`src/rtl/ram_arbiter.sv`:
```
// ram_arbiter: shares one single-port RAM between the SPI command stream and
// a local host port. SPI has strict priority and cannot be stalled, so a
// 1-entry buffer absorbs SPI commands while the RAM is busy with something
// else. SPI address shadows plus dirty flags restore the SPI's view of the
// RAM address registers after the host has overwritten them.
module ram_arbiter #(
    parameter int ADDR_SIZE = 8
) (
    input  logic                 clk,
    input  logic                 rst_n,
    input  logic [ADDR_SIZE+1:0] spi_rx_data,
    input  logic                 spi_rx_valid,
    output logic [ADDR_SIZE-1:0] spi_tx_data,
    output logic                 spi_tx_valid,
    input  logic                 host_req,
    input  logic                 host_wr,
    input  logic [ADDR_SIZE-1:0] host_addr,
    input  logic [ADDR_SIZE-1:0] host_wdata,
    output logic                 host_gnt,
    output logic [ADDR_SIZE-1:0] host_rdata,
    output logic                 host_rvalid,
    output logic [ADDR_SIZE+1:0] ram_din,
    output logic                 ram_rx_valid,
    input  logic [ADDR_SIZE-1:0] ram_dout,
    input  logic                 ram_tx_valid,
    output logic                 overrun
);
    localparam int CW = ADDR_SIZE + 2;

    localparam logic [1:0] OP_WA = 2'b00;
    localparam logic [1:0] OP_WD = 2'b01;
    localparam logic [1:0] OP_RA = 2'b10;
    localparam logic [1:0] OP_RD = 2'b11;

    typedef enum logic [1:0] {IDLE, SPI_RESTORE, H_ADDR, H_DATA} state_t;

    state_t               state_q, state_d;
    logic [CW-1:0]        buf_q, buf_d;
    logic                 buf_vld_q, buf_vld_d;
    logic [ADDR_SIZE-1:0] wr_sh_q, wr_sh_d;
    logic [ADDR_SIZE-1:0] rd_sh_q, rd_sh_d;
    logic                 wr_dirty_q, wr_dirty_d;
    logic                 rd_dirty_q, rd_dirty_d;
    logic                 rd_pend_q, rd_pend_d;
    logic                 rd_owner_q, rd_owner_d;   // 1 = SPI owns the pending read
    logic                 overrun_q, overrun_d;
    logic [CW-1:0]        ram_din_q, ram_din_d;
    logic                 ram_rx_valid_q, ram_rx_valid_d;
    logic                 host_gnt_q, host_gnt_d;

    // Issue bookkeeping shared by all states
    logic                 iss_en;
    logic                 iss_spi;
    logic [CW-1:0]        iss_cmd;
    logic [1:0]           iss_op;
    logic                 buf_drain;
    logic                 live_taken;
    logic                 cand_vld;
    logic [CW-1:0]        cand;
    logic [1:0]           cand_op;

    // State, arbitration and per-command side effects
    always_comb begin
        state_d        = state_q;
        buf_d          = buf_q;
        buf_vld_d      = buf_vld_q;
        wr_sh_d        = wr_sh_q;
        rd_sh_d        = rd_sh_q;
        wr_dirty_d     = wr_dirty_q;
        rd_dirty_d     = rd_dirty_q;
        rd_pend_d      = rd_pend_q;
        rd_owner_d     = rd_owner_q;
        overrun_d      = overrun_q;
        ram_din_d      = ram_din_q;
        ram_rx_valid_d = 1'b0;
        host_gnt_d     = 1'b0;
        iss_en         = 1'b0;
        iss_spi        = 1'b0;
        iss_cmd        = '0;
        buf_drain      = 1'b0;
        live_taken     = 1'b0;
        cand_vld       = buf_vld_q | spi_rx_valid;
        cand           = buf_vld_q ? buf_q : spi_rx_data;
        cand_op        = cand[CW-1 -: 2];

        case (state_q)
            IDLE: begin
                if (cand_vld) begin
                    // An SPI read data command waits while another read is outstanding
                    if (!(cand_op == OP_RD && rd_pend_q)) begin
                        if ((cand_op == OP_WD && wr_dirty_q) || (cand_op == OP_RD && rd_dirty_q)) begin
                            // Host clobbered the SPI address: replay it first, cmd stays buffered
                            iss_en  = 1'b1;
                            iss_spi = 1'b1;
                            iss_cmd = (cand_op == OP_WD) ? {OP_WA, wr_sh_q} : {OP_RA, rd_sh_q};
                            state_d = SPI_RESTORE;
                        end else begin
                            iss_en  = 1'b1;
                            iss_spi = 1'b1;
                            iss_cmd = cand;
                            if (buf_vld_q) buf_drain  = 1'b1;
                            else           live_taken = 1'b1;
                        end
                    end
                end else if (host_req && (host_wr || !rd_pend_q)) begin
                    iss_en  = 1'b1;
                    iss_cmd = {(host_wr ? OP_WA : OP_RA), host_addr};
                    state_d = H_ADDR;
                end
            end
            SPI_RESTORE: begin
                iss_en    = 1'b1;
                iss_spi   = 1'b1;
                iss_cmd   = buf_q;
                buf_drain = 1'b1;
                state_d   = IDLE;
            end
            H_ADDR: begin
                iss_en     = 1'b1;
                iss_cmd    = host_wr ? {OP_WD, host_wdata} : {OP_RD, {ADDR_SIZE{1'b0}}};
                host_gnt_d = 1'b1;
                state_d    = H_DATA;
            end
            H_DATA: state_d = IDLE;
            default: state_d = IDLE;
        endcase

        iss_op = iss_cmd[CW-1 -: 2];

        if (ram_tx_valid) rd_pend_d = 1'b0;

        if (iss_en) begin
            ram_rx_valid_d = 1'b1;
            ram_din_d      = iss_cmd;
            if (iss_spi) begin
                // Restores go through here too: same shadow, flag cleared
                if (iss_op == OP_WA) begin
                    wr_sh_d    = iss_cmd[ADDR_SIZE-1:0];
                    wr_dirty_d = 1'b0;
                end
                if (iss_op == OP_RA) begin
                    rd_sh_d    = iss_cmd[ADDR_SIZE-1:0];
                    rd_dirty_d = 1'b0;
                end
            end else begin
                if (iss_op == OP_WA) wr_dirty_d = 1'b1;
                if (iss_op == OP_RA) rd_dirty_d = 1'b1;
            end
            if (iss_op == OP_RD) begin
                rd_pend_d  = 1'b1;
                rd_owner_d = iss_spi;
            end
        end

        // Buffer: drained entry frees the slot for a live command in the same cycle
        if (buf_drain) buf_vld_d = 1'b0;
        if (spi_rx_valid && !live_taken) begin
            if (buf_vld_q && !buf_drain) begin
                overrun_d = 1'b1;
            end else begin
                buf_d     = spi_rx_data;
                buf_vld_d = 1'b1;
            end
        end
    end

    // State registers
    always_ff @(posedge clk or negedge rst_n) begin
        if (!rst_n) begin
            state_q        <= IDLE;
            buf_q          <= '0;
            buf_vld_q      <= 1'b0;
            wr_sh_q        <= '0;
            rd_sh_q        <= '0;
            wr_dirty_q     <= 1'b0;
            rd_dirty_q     <= 1'b0;
            rd_pend_q      <= 1'b0;
            rd_owner_q     <= 1'b0;
            overrun_q      <= 1'b0;
            ram_din_q      <= '0;
            ram_rx_valid_q <= 1'b0;
            host_gnt_q     <= 1'b0;
        end else begin
            state_q        <= state_d;
            buf_q          <= buf_d;
            buf_vld_q      <= buf_vld_d;
            wr_sh_q        <= wr_sh_d;
            rd_sh_q        <= rd_sh_d;
            wr_dirty_q     <= wr_dirty_d;
            rd_dirty_q     <= rd_dirty_d;
            rd_pend_q      <= rd_pend_d;
            rd_owner_q     <= rd_owner_d;
            overrun_q      <= overrun_d;
            ram_din_q      <= ram_din_d;
            ram_rx_valid_q <= ram_rx_valid_d;
            host_gnt_q     <= host_gnt_d;
        end
    end

    assign ram_din      = ram_din_q;
    assign ram_rx_valid = ram_rx_valid_q;
    assign host_gnt     = host_gnt_q;
    assign overrun      = overrun_q;

    // Read return is routed combinationally to whoever issued the last 11
    assign spi_tx_data  = ram_dout;
    assign host_rdata   = ram_dout;
    assign spi_tx_valid = ram_tx_valid & rd_owner_q;
    assign host_rvalid  = ram_tx_valid & ~rd_owner_q;

endmodule

```
`config.mk`:
```
export PLATFORM = sky130hd
export DESIGN_NAME = ram_arbiter
export DESIGN_NICKNAME = d
export VERILOG_FILES = /design/src/rtl/ram_arbiter.sv
export SDC_FILE = /design/constraint.sdc
export NUM_CORES = 1
export LEC_CHECK = 0
export ABC_AREA = 1
export CAP_MARGIN = 20
export CORE_ASPECT_RATIO = 0.5
export CORE_MARGIN = 10
export CORE_UTILIZATION = 45
export DETAILED_ROUTE_END_ITERATION = 12
export DONT_BUFFER_PORTS = 1
export SETUP_SLACK_MARGIN = 0.3
export SLEW_MARGIN = 40
export SYNTH_ARGS = -nofsm -noshare
export SYNTH_HDL_FRONTEND = slang
export SYNTH_SLANG_ARGS = --single-unit
```
`constraint.sdc`:
```
create_clock -name clk -period 3.82 [get_ports clk]
set_input_delay 0.764 -clock clk [delete_from_list [all_inputs] [get_ports clk]]
set_output_delay 0.764 -clock clk [all_outputs]
set_load 0.01 [all_outputs]
```
==> results of run 1 <==
==> power by group through the flow <==
stage          combinational (mW)  sequential (mW)  clock [mW]
6_report                     1.45            0.931       0.583
2_1_floorplan                1.26            0.857           0
4_1_cts                      1.45            0.933       0.591
5_1_grt                      1.64            0.962       0.620
3_5_place_dp                 1.44            0.939           0
3_3_place_gp                 1.41            0.936           0
==> final cells by class <==
class                      count  area, um^2  area share
clock buffer                   6       138.9     0.04762
tap                           88       110.1     0.03775
multi-input combinational    257        1340      0.4595
inverter                      31       116.4     0.03990
clock inverter                 2       60.06     0.02059
sequential                    46        1151      0.3947
==> worst min path at each step <==
stage	end	slack (ps)	start
after floorplan	rd_sh_q[0]$_DFFE_PN0P_	450	rd_sh_q[0]$_DFFE_PN0P_
after CTS	buf_q[5]$_DFFE_PN0P_	160	rst_n
after global placement	ram_din[5]$_DFFE_PN0P_	470	rst_n
final	rd_sh_q[6]$_DFFE_PN0P_	170	rst_n
after detailed placement	rd_sh_q[6]$_DFFE_PN0P_	470	rst_n
after global routing	buf_q[1]$_DFFE_PN0P_	150	rst_n
==> metrics by stage <==
stage                     setup slack, ps  hold WS (ps)    util  area (um^2)
after floorplan                      1852         449.3       -         2795
after global placement               1121         466.6  0.4488         2718
after detailed placement            954.3         465.1  0.4488         2718
after CTS                           916.1         162.2  0.4816         2917
after global routing                533.8         152.5  0.4816         2917
final                               855.0         169.1  0.4816         2917
==> state kept, by name, indices dropped and copies added, names as in the netlist <==
register,flops
rd_sh_q,8
rd_pend_q,1
ram_din,10
buf_vld_q,1
rd_dirty_q,1
rd_owner_q,1
wr_sh_q,8
state_q,2
host_gnt,1
buf_q,10
overrun,1
wr_dirty_q,1
ram_rx_valid,1
==> Yosys cell counts (4+ instances only) <==
master,instances
nand3_1,23
nand3_2,5
nand2_1,115
a31oi_1,8
buf_4,18
inv_2,6
a21oi_1,24
clkbuf_1,4
o21ai_1,10
ha_1,5
o21ai_0,9
inv_1,25
nor2_1,28
nand2_2,7
a32o_1,7
dfrtp_1,46
==> logic make-up (layout without fill, tap and decap cells) <==
group	Yosys count	count (layout)	synth area share
compound gates	60	60	0.1258
fa+ha+maj	5	5	0.02238
buf+inv	58	39	0.1088
flops	46	46	0.4118
mux	1	1	0.003581
simple gates	191	191	0.3277
==> routing by layer <==
metal	global-route usage	vias to the layer above	part of all wire
li1	-	1113	-
met5	0	-	0
met2	0.2506	58	0.45
met3	0.04868	18	0.089
met4	0.03917	0	0.014
met1	0.1747	1093	0.45
==> results.tsv, run 1 <==
stage	metric	value	unit
run_status	status	finished clean	
logic_synthesis	synth_seq_area_share	0.4118	
setup_path	path_cells	inv_1 -> nand2_1 -> nand2_4 -> nand3_2 -> nand2_2 -> nor2_2 -> nand2_1 -> nand2_1 -> nand3_1 -> nor2_1 -> a21oi_1	
setup_path	r2r_slack	850	ps
logic_synthesis	avgSynthCellArea	7.743	um^2
place	dp.cells	422	
place	gp_congestion	0.8333	
cts	post_cts_resized	0	
setup_path	worstPathArrival	3110	ps
flow_run	maxCapViolCount	0	
cts	htreeDepth	2	
setup_path	critPathLaunch	buf_vld_q$_DFF_PN0_	
drt	first_pass_iters	5	
drt	drcViolationCount	0	
setup_path	cp_num_cells	11	
finish	antenna_cells	0	
timing	max_freq	337.3	MHz
finish	mostFrequentLayoutCell	nand2_1	
global_route	grt_max_degree	47	
timing	fin_crit_sh	0.7762	
setup_path	end_kind	flop	
logic_synthesis	synth_top_cell_by_area	dfrtp_1	
finish	drive_above_1_share	0.1082	
setup_path	crit_top_cell	nand2_1	
global_route	grt_pass1_vias	2335	
die	start_util	0.4616	
logic_synthesis	ys_seq_elements	46	
die	rows	20	
power_and_ir_drop	leakage	1.446	nW
setup_path	reg2reg_depth	11	
logic_synthesis	synth_nets	406	
timing	tightest_slew	764.2	ps
power_and_ir_drop	p_total	2.967	mW
die	die_w	131.5	um
logic_synthesis	synth_top_area_share	0.4118	
logic_synthesis	synth_cell_types	27	
cts	clk_path_buf_depth	2	
setup_path	rr_endpoint	buf_q[7]$_DFFE_PN0P_	
cts	cts_sinks	46	
drt	routed_wl	7122	um
cts	cts_buffers	5	
logic_synthesis	syn_inst	361	
die	num_io_pins	71	
timing	final-hold-violation-count	0	
die	die_area	9955	um^2
power_and_ir_drop	powerDensity	1017	nW/um^2
drt	ant_nets	0	
cts	ctsRootBufferMaster	clkbuf_16	
logic_synthesis	synth-async-reset-ratio	1.000	
timing	setup_violations	0	
timing	slew_violations	0	
power_and_ir_drop	pwr-share-clk	0.196	
place	io_buffers	0	
timing	finClkSkew	8.437	ps
setup_path	startpoint_type	flop	
place	dp_hpwl	5228	um
cts	cts_setup_buffers	0	
finish	finalNetCount	386	
finish	n_fill_cell	595	
logic_synthesis	synth.area.top_cells	dfrtp_1, nand2_1, buf_4	
setup_path	worst_path_max_delay_cell	dfrtp_1	
drt	drt-wirelength-per-cell	16.56	um
die	die_h	75.73	um
die	core	6056	um^2
min_path	hold_class	in2async	
setup_path	critPathRequiredTime	3960	ps
power_and_ir_drop	netSwitchingPower	1.390	mW
cts	clk_latency	290	ps
logic_synthesis	ys_warn_count	0	
finish	final_cells	430	
power_and_ir_drop	seqPwrFrac	0.314	
power_and_ir_drop	peakVddDrop	0.0003374	V
global_route	antenna_found_initial	0	
logic_synthesis	synthFlopType	dfrtp_1	
finish	area_delta_synth_final	4.342	%
setup_path	critPathBufInv	1	
cts	cts.clk_slew.worst_paths	70	ps
setup_path	critPathMaxFanout	20	
global_route	grt_usage	0.1457	
setup_path	crit_end	buf_q[7]$_DFFE_PN0P_	
global_route	overflow	0	
timing	grt_setup_unrepaired	false	
drt	drt_iter0_drc	171	
drt	viasPerCell	5.307	
timing	finalCriticalPeriod	2965	ps
drt	vias	2282	
timing	slew-limit-headroom	0.4905	
logic_synthesis	synth_edf_count	0	
power_and_ir_drop	p_comb_frac	0.490	
cts	tritoncts	yes	
logic_synthesis	netlist_area	2795	um^2
cts	hold_buffers	0	
setup_path	crit_type	reg2reg	
setup_path	cpPeakStageDelay	840	ps
setup_path	r2r_start	buf_vld_q$_DFF_PN0_	
power_and_ir_drop	switching_share	0.4686	
power_and_ir_drop	internal_power	1.577	mW
setup_path	crit_family	simple AND/OR/NAND/NOR gates	
global_route	grt_pass1_wl	11740	um
finish	final_cell_mix	nand2_1, dfrtp_1, nor2_1	
timing	finalSetupTns	0	ps
Power figures use the tool's default switching activity.
==> inputs of run 2 (changes only) <==
--- a/config.mk
+++ b/config.mk
@@ -5,7 +5,7 @@
 export SDC_FILE = /design/constraint.sdc
 export NUM_CORES = 1
 export LEC_CHECK = 0
-export ABC_AREA = 1
+export ABC_AREA = 0
 export CAP_MARGIN = 20
 export CORE_ASPECT_RATIO = 0.5
 export CORE_MARGIN = 10
==> constraint.sdc (replaced) <==
create_clock -name clk -period 2.85 [get_ports clk]
set_input_delay 0.57 -clock clk [delete_from_list [all_inputs] [get_ports clk]]
set_output_delay 0.57 -clock clk [all_outputs]
set_load 0.01 [all_outputs]
==> results.tsv, run 2 <==
stage	metric	value	unit
run_status	status	finished clean	
cts	ctsRootBufferMaster	clkbuf_16	
cts	cts.clk_slew.worst_paths	70	ps
place	gp_congestion	0.8419	
global_route	grt_usage	0.1372	
timing	finClkSkew	5.661	ps
die	start_util	0.4614	
setup_path	worst_path_max_delay_cell	ha_1	
timing	setup_violations	0	
place	post-place-ws	145.0	ps
setup_path	crit_family	adder cells	
logic_synthesis	synth.area.top_cells	dfrtp_1, mux2_2, mux2i_1	
logic_synthesis	synth_top_area_share	0.4137	
logic_synthesis	netlist_area	2783	um^2
logic_synthesis	synth-async-reset-ratio	1.000	
drt	viasPerCell	6.030	
power_and_ir_drop	leakage	1.269	nW
setup_path	crit_type	reg2reg	
power_and_ir_drop	peakVddDrop	0.0004368	V
setup_path	end_kind	flop	
cts	clk_latency	290	ps
place	io_buffers	0	
timing	max_freq	417.8	MHz
die	die_w	131.2	um
finish	drive_above_1_share	0.2782	
global_route	grt_pass1_vias	2068	
logic_synthesis	synth_seq_area_share	0.4137	
drt	drt-wirelength-per-cell	20.30	um
logic_synthesis	synth_cell_types	47	
logic_synthesis	avgSynthCellArea	10.74	um^2
flow_run	maxCapViolCount	0	
place	dp.cells	324	
finish	finalNetCount	292	
finish	final_cell_mix	dfrtp_1, mux2_2, nand2_1	
timing	grt_setup_unrepaired	true	
timing	final-hold-violation-count	0	
timing	finalSetupTns	0	ps
setup_path	critPathBufInv	2	
logic_synthesis	ys_seq_elements	46	
setup_path	cpPeakStageDelay	490	ps
setup_path	startpoint_type	flop	
die	rows	20	
drt	drcViolationCount	0	
drt	ant_nets	0	
timing	fin_hold_ws	118.7	ps
finish	final_cells	336	
cts	clk_path_buf_depth	2	
die	core	6031	um^2
global_route	overflow	0	
global_route	grt_max_degree	47	
power_and_ir_drop	powerDensity	1317	nW/um^2
logic_synthesis	yosys-top-cells-count	dfrtp_1, mux2_2, nand2_1, buf_4, o21ai_0	
finish	area_delta_synth_final	6.610	%
die	die_h	75.61	um
finish	mostFrequentLayoutCell	dfrtp_1	
drt	routed_wl	6822	um
cts	htreeDepth	2	
global_route	antenna_found_initial	0	
cts	tritoncts	yes	
setup_path	critPathRequiredTime	3030	ps
global_route	grt_pass1_wl	10960	um
finish	antenna_cells	0	
die	num_io_pins	71	
logic_synthesis	synth_top_cell_by_area	dfrtp_1	
finish	seqCellArea	1152	um^2
setup_path	worstPathArrival	2570	ps
timing	slew_violations	0	
logic_synthesis	synth_edf_count	0	
cts	cts_sinks	46	
finish	multiInputGateArea	1430	um^2
logic_synthesis	ys_warn_count	0	
timing	tightest_slew	616.8	ps
logic_synthesis	syn_inst	259	
logic_synthesis	yosysMostFrequentCell	dfrtp_1	
timing	finalCriticalPeriod	2394	ps
setup_path	critPathMaxFanout	12	
drt	drt_iter0_drc	179	
timing	slew-limit-headroom	0.5853	
drt	vias	2026	
place	dp_hpwl	5026	um
timing	setup_ws	456.4	ps
logic_synthesis	synthFlopType	dfrtp_1	
min_path	hold_class	in2async	
cts	cts_buffers	5	
die	die_area	9920	um^2
timing	fin_crit_sh	0.8398	
drt	first_pass_iters	5	
setup_path	path_cells	inv_1 -> ha_1 -> a221o_1 -> a21o_1 -> nor4b_4 -> buf_4 -> mux2_2	
power_and_ir_drop	p_total	3.908	mW
logic_synthesis	synth_nets	304	
finish	n_fill_cell	536	
## run 2: cell count changes after synthesis, sizes merged, moves of 4 or more
cell,change
a21oi,-12
a21o,+10
o21ai,-5
nand2,-107
mux2i,+11
o221ai,+7
a32o,-7
inv,-24
nand3,-16
a31oi,-7
o31ai,+4
nor2,-30
mux2,+35
a222oi,+8
## run 2: area by class of cell
| cell class | instances | area share |
|---|---|---|
| multi-input cells | 176 | 0.4821 |
| flip-flops and latches | 46 | 0.3884 |
| clock buffers | 5 | 0.04218 |
| well taps | 88 | 0.03712 |
| repair buffers | 10 | 0.03205 |
| inverters | 8 | 0.01012 |
| clock inverters | 3 | 0.008013 |
## run 2: cell families after synthesis
family          Yosys count  share of synthesized area
compound gates           63                     0.1695
buf+inv                  37                    0.07418
mux                      47                     0.1848
fa+ha+maj                 5                    0.02248
flops                    46                     0.4137
simple gates             61                     0.1353
## run 2: layer usage
| metal | vias to the layer above | GRT usage | part of all wire |
|---|---|---|---|
| li1 | 935 | - | - |
| met4 | 0 | 0.06807 | 0.025 |
| met2 | 67 | 0.2288 | 0.48 |
| met1 | 1003 | 0.1601 | 0.42 |
| met3 | 21 | 0.04539 | 0.077 |
| met5 | - | 0 | 0 |
## run 2: worst register-to-register path, cell delays in order (launching register included)
cell and delay [ps]:
dfrtp_1 410, inv_1 140, ha_1 490, a221o_1 310, a21o_1 180, nor4b_4 210, buf_4 210, mux2_2 350
## run 2: per-stage QoR
step                area [um^2]    util
floorplan                  2783       -
global placement           2761  0.4579
detailed placement         2761  0.4579
CTS                        2945  0.4884
global route               2967  0.4919
finish                     2967  0.4919
## run 2: final timing paths
path                       cells past startpoint  slack, ps                endpoint              startpoint
min reg2reg                                    1        510  wr_dirty_q$_DFFE_PN0P_  wr_dirty_q$_DFFE_PN0P_
min                                            1        120    buf_q[8]$_DFFE_PN0P_                   rst_n
max                                            7        460  rd_sh_q[0]$_DFFE_PN0P_  state_q[1]$_DFFE_PN0P_
max reg2reg                                    7        460  rd_sh_q[0]$_DFFE_PN0P_  state_q[1]$_DFFE_PN0P_
min in group clk                               1        370     rd_pend_q$_DFF_PN0_            ram_tx_valid
max in group asynchronous                      1       2510    buf_q[6]$_DFFE_PN0P_                   rst_n
## run 2: what timing repair did
item	4_1_cts	5_1_grt
pin swaps	1	3
resized for setup	0	5
setup buffers	1	2
hold buffers	1	0
endpoints found under the hold margin	46	0
endpoints found under the setup margin	8	17
## run 2: where the power goes
group          internal (mW)  switching [mW]
clock network          0.328           0.271
registers              0.971           0.290
logic                   1.00            1.05
total                   2.30            1.61
